[config.mk]
export PLATFORM = sky130hd
export DESIGN_NAME = cordic_vectoring_iter_flat
export DESIGN_NICKNAME = d
export VERILOG_FILES = /design/src/rtl/cordic_vectoring_iter_if.sv /design/src/rtl/cordic_vectoring_iter.sv /design/src/flat_wrapper.sv
export SDC_FILE = /design/constraint.sdc
export NUM_CORES = 1
export LEC_CHECK = 0
export ABC_AREA = 1
export BUFFER_PORTS_ARGS = -buffer_cell sky130_fd_sc_hd__buf_2
export CAP_MARGIN = 30
export CORE_MARGIN = 4
export CORE_UTILIZATION = 60
export CTS_CLUSTER_DIAMETER = 60
export CTS_CLUSTER_SIZE = 24
export DETAILED_ROUTE_END_ITERATION = 12
export PLACE_DENSITY_LB_ADDON = 0.3
export SLEW_MARGIN = 40
export SYNTH_ARGS = -nofsm -noshare
export SYNTH_HDL_FRONTEND = slang
export SYNTH_SLANG_ARGS = --single-unit
[constraint.sdc]
create_clock -name clk_i -period 4.5 [get_ports clk_i]
set_input_delay 0 -clock clk_i [delete_from_list [all_inputs] [get_ports clk_i]]
set_output_delay 0 -clock clk_i [all_outputs]
set_load 0.03 [all_outputs]
[src/rtl/cordic_vectoring_iter_if.sv]
`default_nettype none
// ---------------------------------------------------------------------------
// cordic_vectoring_iter_if : operand handshake and result bus of the CORDIC engine
// Revision: 1.0
// ---------------------------------------------------------------------------
interface cordic_vectoring_iter_if #(
    parameter int BITWIDTH = 8
);
    logic                       valid_i;
    logic                       ready_o;
    logic signed [BITWIDTH-1:0] X_i;
    logic signed [BITWIDTH-1:0] Y_i;
    logic                       valid_o;
    logic signed [BITWIDTH-1:0] mag_o;
    logic signed [BITWIDTH-1:0] angle_o;

    modport master (
        output valid_i, X_i, Y_i,
        input  ready_o, valid_o, mag_o, angle_o
    );

    modport slave (
        input  valid_i, X_i, Y_i,
        output ready_o, valid_o, mag_o, angle_o
    );
endinterface
`default_nettype wire

[src/rtl/cordic_vectoring_iter.sv]
`default_nettype none
// ---------------------------------------------------------------------------
// cordic_vectoring_iter : iterative circular-vectoring CORDIC, (X,Y) -> (K*|v|, atan2/pi)
// Revision: 1.0
// ---------------------------------------------------------------------------
module cordic_vectoring_iter #(
    parameter int N_INT          = 0,
    parameter int N_FRAC         = -7,
    parameter int ITERATIONS     = 7,
    parameter int SHIFT_BITWIDTH = 4
) (
    input  wire logic               clk_i,
    input  wire logic               rst_i,
    cordic_vectoring_iter_if.slave  bus
);
    localparam int BW = N_INT - N_FRAC + 1;

    localparam logic signed [BW-1:0] c_MAX   = {1'b0, {(BW-1){1'b1}}};
    localparam logic signed [BW-1:0] c_MIN   = {1'b1, {(BW-1){1'b0}}};
    localparam logic signed [BW-1:0] c_HALF  = {2'b01, {(BW-2){1'b0}}};
    localparam logic signed [BW-1:0] c_NHALF = {2'b11, {(BW-2){1'b0}}};
    localparam logic [SHIFT_BITWIDTH-1:0] c_LAST = SHIFT_BITWIDTH'(ITERATIONS - 1);

    localparam logic [0:0] c_IDLE = 1'b0;
    localparam logic [0:0] c_ITER = 1'b1;

    // Clamp a one-bit-wider sum back into range instead of wrapping.
    function automatic logic signed [BW-1:0] sat(input logic signed [BW:0] v);
        if (v[BW] != v[BW-1])
            return v[BW] ? c_MIN : c_MAX;
        return v[BW-1:0];
    endfunction

    function automatic logic signed [BW-1:0] neg_sat(input logic signed [BW-1:0] a);
        logic signed [BW:0] e;
        e = {a[BW-1], a};
        return sat(-e);
    endfunction

    function automatic logic signed [BW-1:0] atan_lut(input logic [SHIFT_BITWIDTH-1:0] i);
        logic [15:0] t;
        case (int'(i))
            0:       t = 16'd8192;
            1:       t = 16'd4836;
            2:       t = 16'd2555;
            3:       t = 16'd1297;
            4:       t = 16'd651;
            5:       t = 16'd326;
            6:       t = 16'd163;
            7:       t = 16'd81;
            8:       t = 16'd41;
            9:       t = 16'd20;
            10:      t = 16'd10;
            11:      t = 16'd5;
            12:      t = 16'd3;
            13:      t = 16'd1;
            14:      t = 16'd1;
            default: t = 16'd0;
        endcase
        return BW'(t >> (16 - BW));
    endfunction

    logic [0:0]                r_state;
    logic [SHIFT_BITWIDTH-1:0] r_cnt;
    logic signed [BW-1:0]      r_x;
    logic signed [BW-1:0]      r_y;
    logic signed [BW-1:0]      r_z;
    logic signed [BW-1:0]      r_mag;
    logic signed [BW-1:0]      r_angle;
    logic                      r_valid;

    logic signed [BW-1:0] w_px, w_py, w_pz;
    logic signed [BW-1:0] w_xs, w_ys, w_atan;
    logic signed [BW-1:0] w_x_next, w_y_next, w_z_next;
    logic                 w_dir_up;

    // Fold left-half-plane operands into the right half plane by +-90 degrees.
    always_comb begin
        w_px = bus.X_i;
        w_py = bus.Y_i;
        w_pz = '0;
        if (bus.X_i[BW-1]) begin
            if (!bus.Y_i[BW-1]) begin
                w_px = bus.Y_i;
                w_py = neg_sat(bus.X_i);
                w_pz = c_HALF;
            end else begin
                w_px = neg_sat(bus.Y_i);
                w_py = bus.X_i;
                w_pz = c_NHALF;
            end
        end
    end

    assign w_dir_up = r_y[BW-1];
    assign w_xs     = r_x >>> r_cnt;
    assign w_ys     = r_y >>> r_cnt;
    assign w_atan   = atan_lut(r_cnt);

    assign w_x_next = sat(w_dir_up ? ({r_x[BW-1], r_x} - {w_ys[BW-1], w_ys})
                                   : ({r_x[BW-1], r_x} + {w_ys[BW-1], w_ys}));
    assign w_y_next = sat(w_dir_up ? ({r_y[BW-1], r_y} + {w_xs[BW-1], w_xs})
                                   : ({r_y[BW-1], r_y} - {w_xs[BW-1], w_xs}));
    // Angle wraps on purpose: +pi and -pi are the same point.
    assign w_z_next = w_dir_up ? (r_z - w_atan) : (r_z + w_atan);

    always_ff @(posedge clk_i) begin
        if (rst_i) begin
            r_state <= c_IDLE;
            r_cnt   <= '0;
            r_x     <= '0;
            r_y     <= '0;
            r_z     <= '0;
            r_mag   <= '0;
            r_angle <= '0;
            r_valid <= 1'b0;
        end else begin
            r_valid <= 1'b0;
            case (r_state)
                c_IDLE: begin
                    if (bus.valid_i) begin
                        r_x     <= w_px;
                        r_y     <= w_py;
                        r_z     <= w_pz;
                        r_cnt   <= '0;
                        r_state <= c_ITER;
                    end
                end
                default: begin
                    r_x   <= w_x_next;
                    r_y   <= w_y_next;
                    r_z   <= w_z_next;
                    r_cnt <= r_cnt + 1'b1;
                    if (r_cnt == c_LAST) begin
                        r_mag   <= w_x_next;
                        r_angle <= w_z_next;
                        r_valid <= 1'b1;
                        r_state <= c_IDLE;
                    end
                end
            endcase
        end
    end

    assign bus.ready_o = (r_state == c_IDLE);
    assign bus.valid_o = r_valid;
    assign bus.mag_o   = r_mag;
    assign bus.angle_o = r_angle;
endmodule
`default_nettype wire

[src/flat_wrapper.sv]
// flat-port wrapper written by rule: the top's interface ports become plain ports
module cordic_vectoring_iter_flat 
#(
    parameter int N_INT          = 0,
    parameter int N_FRAC         = -7,
    parameter int ITERATIONS     = 7,
    parameter int SHIFT_BITWIDTH = 4
)
  (clk_i, rst_i, bus_valid_i, bus_X_i, bus_Y_i, bus_ready_o, bus_valid_o, bus_mag_o, bus_angle_o);
  cordic_vectoring_iter_if #(.BITWIDTH((8))) bus_i ();
  input  wire logic clk_i;
  input  wire logic rst_i;
  input wire logic [$bits(bus_i.valid_i)-1:0] bus_valid_i;
  input wire logic [$bits(bus_i.X_i)-1:0] bus_X_i;
  input wire logic [$bits(bus_i.Y_i)-1:0] bus_Y_i;
  output wire logic [$bits(bus_i.ready_o)-1:0] bus_ready_o;
  output wire logic [$bits(bus_i.valid_o)-1:0] bus_valid_o;
  output wire logic [$bits(bus_i.mag_o)-1:0] bus_mag_o;
  output wire logic [$bits(bus_i.angle_o)-1:0] bus_angle_o;
  assign bus_i.valid_i = bus_valid_i;
  assign bus_i.X_i = bus_X_i;
  assign bus_i.Y_i = bus_Y_i;
  assign bus_ready_o = bus_i.ready_o;
  assign bus_valid_o = bus_i.valid_o;
  assign bus_mag_o = bus_i.mag_o;
  assign bus_angle_o = bus_i.angle_o;
  cordic_vectoring_iter #(.N_INT(N_INT), .N_FRAC(N_FRAC), .ITERATIONS(ITERATIONS), .SHIFT_BITWIDTH(SHIFT_BITWIDTH)) u_core (.clk_i(clk_i), .rst_i(rst_i), .bus(bus_i));
endmodule
# Word-level counts from Yosys, hierarchy flattened
# Memories as Yosys holds them, arrays and structs flattened. A register that Yosys moved wholly into a read port is not among the register bits.
# Cells that the tools add are included.
# totals
register_bits,46
romBits,224
input_bits,19
out_inout_bits,18
elab_cells,72
n_memories,1
# mem_list
memory,words,word_bits,rd,rd_clocked_by_memory_dff,wr,line,source
(no name shown),16,14,1,1,0,cordic_vectoring_iter.sv:42,case (int'(i))
# classes
addsub,9
eq_ne,5
shifts,2
mux,43
bitwise,1
reduce_logical,3
# op_table
op,n
$mux W8,25
$add A8 B8 Y9,2
$mux W9,2
$neg A8 Y9,2
$sub A8 B8 Y9,2
$mux W4,4
$sshr A8 B4 Y8,2
$mux W1,12
$add A8 B8 Y8,1
$sub A8 B8 Y8,1
$add A4 B1 Y4 const B,1
$eq A4 B3 Y1 const B,1
$ne A1 B1 Y1,4
$reduce_and A2 Y1,1
$reduce_bool A2 Y1,1
$reduce_or A2 Y1,1
$not A1 Y1,1

# Depth between registers and ports, before layout
# Gate-level depths: netlist (run 1).
# logic_depth
word_depth,10
mapped_depth,29

# Worst setup path after synthesis (run 1)
# Ideal clock, no wire load.
# synth_path
path_kind,register -> register
startpoint,register u_core.r_cnt[1]
endpoint,register u_core.r_x[5]
setup_time_ns,0.132
t_arrival_ns,3.260
path_slack_ns,1.107
path_stages_with_launch,22
n_path_buf,2
period_less_slack_ns,3.393
path_cell_list,dfxtp_1 -> buf_4 -> clkinv_2 -> buf_6 -> nor2_1 -> a21oi_1 -> a221oi_1 -> ha_1 -> nand3_2 -> nor2_4 -> nor2_1 -> o21ai_0 -> inv_1 -> ha_1 -> a21oi_1 -> o311ai_0 -> xnor2_1 -> nand3_1 -> nand2_1 -> nand2_1 -> nand2_1 -> a21oi_1
# synth_between
elab_chain_len,7
elab_cells_between_ends,10
classes_between,2 x add/sub; 1 x eq/ne; 1 x shift; 6 x mux
# synth_rtl
element,line,source
start: declaration,cordic_vectoring_iter.sv:64,logic [SHIFT_BITWIDTH-1:0] r_cnt;
start signal: assignment,cordic_vectoring_iter.sv:133,r_cnt <= r_cnt + 1'b1;
$sshr A8 B4 Y8 *,cordic_vectoring_iter.sv:97,assign w_ys = r_y >>> r_cnt;
$add A8 B8 Y9 or $sub A8 B8 Y9 (tied branches),"cordic_vectoring_iter.sv:101, cordic_vectoring_iter.sv:100",
$mux W9 *,cordic_vectoring_iter.sv:100,"assign w_x_next = sat(w_dir_up ? ({r_x[BW-1], r_x} - {w_ys[BW-1], w_ys})"
$mux W8 or $ne A1 B1 Y1 (tied branches),"cordic_vectoring_iter.sv:30, cordic_vectoring_iter.sv:29",
$mux W8 or $mux W1 (tied branches),cordic_vectoring_iter.sv:29,if (v[BW] != v[BW-1])
$mux W8 *,cordic_vectoring_iter.sv:31,return v[BW-1:0];
$mux W8 *,cordic_vectoring_iter.sv:119,case (r_state)
end signal: assignment,cordic_vectoring_iter.sv:122,r_x <= w_px;
end signal: assignment,cordic_vectoring_iter.sv:130,r_x <= w_x_next;
end: declaration,cordic_vectoring_iter.sv:65,logic signed [BW-1:0] r_x;
# Every way passes the cells marked *; elsewhere a longest branch is shown, timed or not. The select of a mux whose other input is x is not followed.
# A chain may end at the register's enable or synchronous reset.

# Worst setup path in the final report (run 1)
# layout_path
startpoint,register u_core.r_cnt[0]
endpoint,register u_core.r_x[2]
# Same word-level chain as after synthesis.

==> metrics, run 1 <==
Max H-tree Level=2; kind of end point of the critical path=register; fmax=roughly 250 MHz; worst reg2reg setup slack=0.55 ns; IO Pins=37; GPL Wtd Cong=0.911; ys async rst share=0%; # rows=31; worst slew pin tran=~0.64 ns; Syn Nets=774; grt ovf=0; Routed WL=~12 mm; cell taking the most area after synthesis=dfxtp_1; Psw=between 1.5 and 2 mW; Yosys reg bits=52; core area=7410 µm²; Die ar.=~9000 µm²; Pre-antenna DRT Iters=5; DR WL/cell=between 10 and 15 µm; FF-to-FF path depth=21; # diodes=0; Slew headroom=between 50% and 60%; P_leak=roughly 2.6 nW; P_int=about 1.5 mW; Total GRT Usage=between 20% and 30%; FF-to-FF End=u_core.r_x[2]; via density per instance=approximately 5.7; number of global-route vias before repair=between 4,000 and 5,000; Clock Skews=roughly 0.013 ns; initial drt markers=about 240; hold_buf cts=0; critical path peak fanout=13; sequential share of the synthesized area=between 20% and 30%; top cells by count, synth=nand2_1, inv_1, nor2_1; Root Buffer Master=clkbuf_8; syn avg cell area=6.47 µm²; worst min-delay path class=in -> reg; final setup violating endpoints=0; hold violation count in the final report=0; clock slew at reported path FFs=0.10 ns; Port Buf Inserts=36; DR vias=slightly below 5,000; DIE HEIGHT=96.2 µm; Post-synth top flop=dfxtp_1; clk sink count=between 50 and 60; Worst setup SP type=register; Post-Syn Area=around 4700 µm²; Die X=96.2 µm; most area-consuming cells after synthesis=dfxtp_1, nand2_1, ha_1; post-CTS setup buffers=0; Tmin final=roughly 4.0 ns; Cells after Synth=721; PwrDens=approximately 660 nW/µm²; Comb power frac=roughly 72%; met3 WL=about 650 µm; Hold Path Depth=3; TNS Setup=0 ns; clk_lat worst skew=between 0.3 and 0.4 ns; Hold Crit Start=bus_X_i[7]; area grow syn2layout=6.62%; first-pass GRT wire length=20.6 mm; initial antenna violation count=0; Net Sw Frac=53.2%; clk buf depth=2; count leader, synth=nand2_1; Synth cell types=45; top cell type's share of synthesized area=between 20% and 30%; nets@finish=about 800; Seq pwr share=about a fifth; met2 WL=between 5 and 6 mm; max cap viols=0; CTS buffer count=5; Hold Path Sink=u_core.r_x[7]; DP HPWL=~10 mm; largest net degree at the start of global routing=29; WS Path Type=reg -> reg; share of layout cells above drive strength 1=12.9%; Critical Path AT=4.13 ns; drt drc=0; DR top layer=met4; post-route ant nets=0; Worst setup startpoint=u_core.r_cnt[0]; Max Slew Vio Count=0; Worst Path Required=~4.7 ns; initial core utilization=a little over three fifths; worst r2r src=u_core.r_cnt[0]; Final period util=between 80% and 90%; post-CTS sizing=0; RSZ-0062 raised after global routing=false; CTS tree=yes; EDFF count, synth=0; worst setup margin=between 0.5 and 0.6 ns; Worst IR Drop VDD=518 µV; status=finished clean; Clock Power Share=under 10%; yosys warns=0; met1 wire length=roughly 5.7 mm; fin util=roughly two thirds; post-place setup slack=a little over 0.6 ns
## cells in the final DEF, fill, tap and decap left out, types with 2 or more instances in the layout
| master | synthesis | routed |
|---|---|---|
| or2_2 | 5 | 5 |
| nand2_1 | 181 | 181 |
| xor2_1 | 25 | 25 |
| nor3_1 | 7 | 7 |
| fa_1 | 3 | 3 |
| a22oi_1 | 15 | 15 |
| inv_2 | 5 | 5 |
| a21o_1 | 4 | 4 |
| o21ai_0 | 41 | 41 |
| a31oi_1 | 6 | 6 |
| inv_1 | 79 | 79 |
| nand4_1 | 7 | 7 |
| o211ai_2 | 2 | 2 |
| nor2_1 | 55 | 55 |
| dfxtp_1 | 52 | 52 |
| nand2_2 | 9 | 9 |
| nand3_2 | 6 | 6 |
| ha_1 | 31 | 31 |
| a21oi_1 | 54 | 54 |
| buf_4 | 4 | 7 |
| clkinv_2 | 1 | 2 |
| clkbuf_8 | 0 | 5 |
| o21ai_2 | 3 | 3 |
| nor2_2 | 3 | 3 |
| o21ai_1 | 5 | 5 |
| o211ai_1 | 4 | 4 |
| nor2_4 | 5 | 5 |
| nand3_1 | 52 | 52 |
| nand4_2 | 3 | 3 |
| xnor2_1 | 14 | 14 |
| buf_2 | 5 | 36 |
| o22ai_1 | 6 | 6 |
## power groups by stage
stage               logic (mW)  registers [mW]  clock network, mW
finish                    2.34           0.648              0.276
global route              2.66           0.655              0.294
CTS                       2.31           0.643              0.278
detailed placement        2.29           0.654                  0
global placement          2.20           0.650                  0
floorplan                 1.90           0.594                  0
## layer usage
layer / global-route usage (%) / vias to the layer above
met4: 8.18 / 0
met1: 38.4 / 2236
met3: 3.21 / 22
met5: 0 / -
met2: 46.2 / 149
li1: - / 2418
## metrics by stage
step | power, mW | cells | hold WS [ns] | area [µm²]
after floorplan | 2.49 | 721 | 0.323 | 4670
after global placement | 2.85 | 836 | 0.440 | 4890
after detailed placement | 2.94 | 836 | 0.437 | 4890
after CTS | 3.23 | 844 | 0.133 | 4980
after global routing | 3.60 | 844 | 0.168 | 4980
final | 3.26 | 844 | 0.141 | 4980
## worst max-delay path, stage by stage, from the launching register on
cell	delay [ns]
dfxtp_1	0.58
inv_2	0.20
nand2_1	0.09
o21ai_1	0.09
nor2_1	0.10
a21oi_1	0.05
a21oi_1	0.33
ha_1	0.26
nand3_2	0.11
nor2_4	0.15
nor2_1	0.07
o21ai_0	0.18
inv_1	0.06
ha_1	0.32
a21oi_1	0.08
o311ai_0	0.36
xnor2_1	0.19
nand3_1	0.24
nand2_1	0.14
nand2_1	0.08
nand2_1	0.07
a21oi_1	0.06
## cell families (layout without fill, tap and decap cells)
group           Yosys count  count (layout)  share of synthesized area, %
simple gates            335             335                          32.2
compound gates          146             146                          18.2
buf+inv                 113             137                          9.89
flops                    52              52                          22.3
xor+xnor                 39              39                          7.32
fa+ha+maj                34              34                          9.60
mux                       2               2                         0.456
## state kept, by name (all words and copies together), names as in the netlist
signal	count
u_core.bus.angle_o	8
u_core.r_x	8
u_core.r_state	1
u_core.r_cnt	4
u_core.bus.valid_o	1
u_core.r_y	8
u_core.w_atan	6
u_core.bus.mag_o	8
u_core.r_z	8
## layout make-up
type                       count  area (µm²)
clock buffer                   5        68.8
clock inverter                 3        21.3
multi-input combinational    556        3170
tap                           99         124
timing repair buffer          43         233
sequential                    52        1040
fill                         689        2430
inverter                      86         324
## worst max-delay path by stage
stage,to,cells after the start
after floorplan,u_core.r_x[5],21
after global placement,u_core.r_x[0],19
after detailed placement,u_core.r_x[3],21
after CTS,u_core.r_x[3],21
after global routing,u_core.r_x[3],21
final,u_core.r_x[2],21
Power figures use the tool's default switching activity.
==> run 2: changes to the inputs <==
--- a/config.mk
+++ b/config.mk
@@ -16,2 +16,3 @@
 export PLACE_DENSITY_LB_ADDON = 0.3
+export RECOVER_POWER = 100
 export SLEW_MARGIN = 40
==> constraint.sdc (replaced) <==
create_clock -name clk_i -period 4.5 [get_ports clk_i]
set_input_delay 0.9 -clock clk_i [delete_from_list [all_inputs] [get_ports clk_i]]
set_output_delay 0.9 -clock clk_i [all_outputs]
set_load 0.03 [all_outputs]
==> run 2 against run 1 <==
Maximum frequency is 1.1% lower. Wire length barely moved. Final cell count did not move. Sequential share of layout area grew 0.23 points. Worst hold slack better by 0.34 ns. Critical path type unchanged. First-iteration DRC count grew 16%. Largest power group unchanged. Core utilization is 0.73 points lower. Design area is 1.1% lower.
==> metrics, run 2 (synthesis gave the netlist of run 1 again) <==
status=finished clean; first-pass GRT wire length=20.6 mm; core area=7410 µm²; Final period util=between 80 and 90%; PwrDens=approximately 660 nW/µm²; fin util=between 60 and 70%; most common cell after layout, fill and taps aside=nand2_1; post-CTS sizing=0; Critical Path AT=about 4.2 ns; GPL Wtd Cong=a little over 0.9; Total GRT Usage=between 20 and 30%; post-CTS setup buffers=0; # diodes=0; via density per instance=5.75; # rows=31; fmax=250 MHz; Die X=96.2 µm; CTS tree=yes; DP Area=a little under 5000 µm²; most frequent cells in the layout=nand2_1, inv_1, nor2_1, a21oi_1, nand3_1; largest net degree at the start of global routing=29; Worst Path Required=approximately 4.7 ns; share of layout cells above drive strength 1=9.26%; number of global-route vias before repair=~4,400; initial core utilization=63.0%; Die ar.=just over 9000 µm²; nets@finish=797; Clock Skews=0.0120 ns; Worst IR Drop VDD=522 µV; DR WL/cell=approximately 15 µm; worst min-delay path class=reg -> reg; area grow syn2layout=5.47%; P_leak=between 2 and 2.5 nW; max cap viols=0; Max Slew Vio Count=0; Routed WL=roughly 12 mm; initial drt markers=approximately 280; post-route ant nets=0; clk sink count=52; DIE HEIGHT=between 90 and 100 µm; Tmin final=~4.0 ns; critical path peak fanout=13; RSZ-0062 raised after global routing=false; CTS buffer count=5; kind of end point of the critical path=register; Worst setup SP type=register; Port Buf Inserts=36; Max H-tree Level=2; hold violation count in the final report=0; clock slew at reported path FFs=around 0.1 ns; clk_lat worst skew=0.31 ns; Final Hold Slack=slightly below 0.5 ns; Root Buffer Master=clkbuf_8; worst slew pin tran=around 1.2 ns; post-route cell area=4920 µm²; TNS Setup=0 ns; grt ovf=0; Slew headroom=~22%; drt drc=0; initial antenna violation count=0; Pre-antenna DRT Iters=6; IO Pins=37; power consumption=~3.2 mW; hold_buf cts=0; DP HPWL=just under 10 mm; final setup violating endpoints=0; DR vias=approximately 4,900; # fillers=between 700 and 800; clk buf depth=2; WS Path Type=reg -> reg
run 2: cell count changes in the layout (fill, tap and decap cells not counted), moves of 2 or more:
cell | before | now
clkbuf_1 | 0 | 22
nand3_2 | 6 | 4
nand3_1 | 52 | 54
buf_4 | 7 | 3
buf_2 | 36 | 18
run 2: path summary, 6_finish.rpt:
path,start,to,slack [ns],cells past startpoint
max,u_core.r_cnt[0],u_core.r_x[3],0.50,21
min,u_core.r_z[5],u_core.r_z[5],0.48,2
max reg2reg,u_core.r_cnt[0],u_core.r_x[3],0.50,21
min reg2reg,u_core.r_z[5],u_core.r_z[5],0.48,2
run 2: worst max-delay path: stages, from the launching register on:
cell	delay [ns]
dfxtp_1	0.58
inv_2	0.20
nand2_1	0.09
o21ai_1	0.09
nor2_1	0.10
a21oi_1	0.05
a21oi_1	0.33
ha_1	0.25
nand3_1	0.13
nor2_4	0.16
nor2_1	0.07
o21ai_0	0.19
inv_1	0.06
ha_1	0.32
a21oi_1	0.08
o311ai_0	0.36
xnor2_1	0.19
nand3_1	0.24
nand2_1	0.12
nand2_1	0.08
nand2_1	0.07
a21oi_1	0.09
run 2: layout make-up:
class | count | area [µm²] | share of cell area, %
multi-input combinational | 556 | 3150 | 64.0
sequential | 52 | 1040 | 21.1
inverter | 86 | 324 | 6.58
timing repair buffer | 43 | 195 | 3.96
tap | 99 | 124 | 2.52
clock buffer | 5 | 68.8 | 1.40
clock inverter | 3 | 21.3 | 0.432
run 2: per-layer routing:
layer / global-route usage [%] / vias up / routed length (µm)
li1: - / 2422 / -
met4: 8.18 / 0 / 286
met3: 3.21 / 22 / 703
met2: 46.2 / 155 / 5810
met1: 38.4 / 2251 / 5640
met5: 0 / - / 0
run 2: through the flow:
| stage | setup slack, ns | cells |
|---|---|---|
| after floorplan | 1.11 | 721 |
| after global placement | 0.771 | 836 |
| after detailed placement | 0.623 | 836 |
| after CTS | 0.599 | 844 |
| after global routing | 0.0889 | 844 |
| final | 0.501 | 844 |
run 2: power by group:
| group | internal, mW | switching [mW] |
|---|---|---|
| Sequential | 0.532 | 0.116 |
| Clock | 0.111 | 0.166 |
| Combinational | 0.875 | 1.45 |
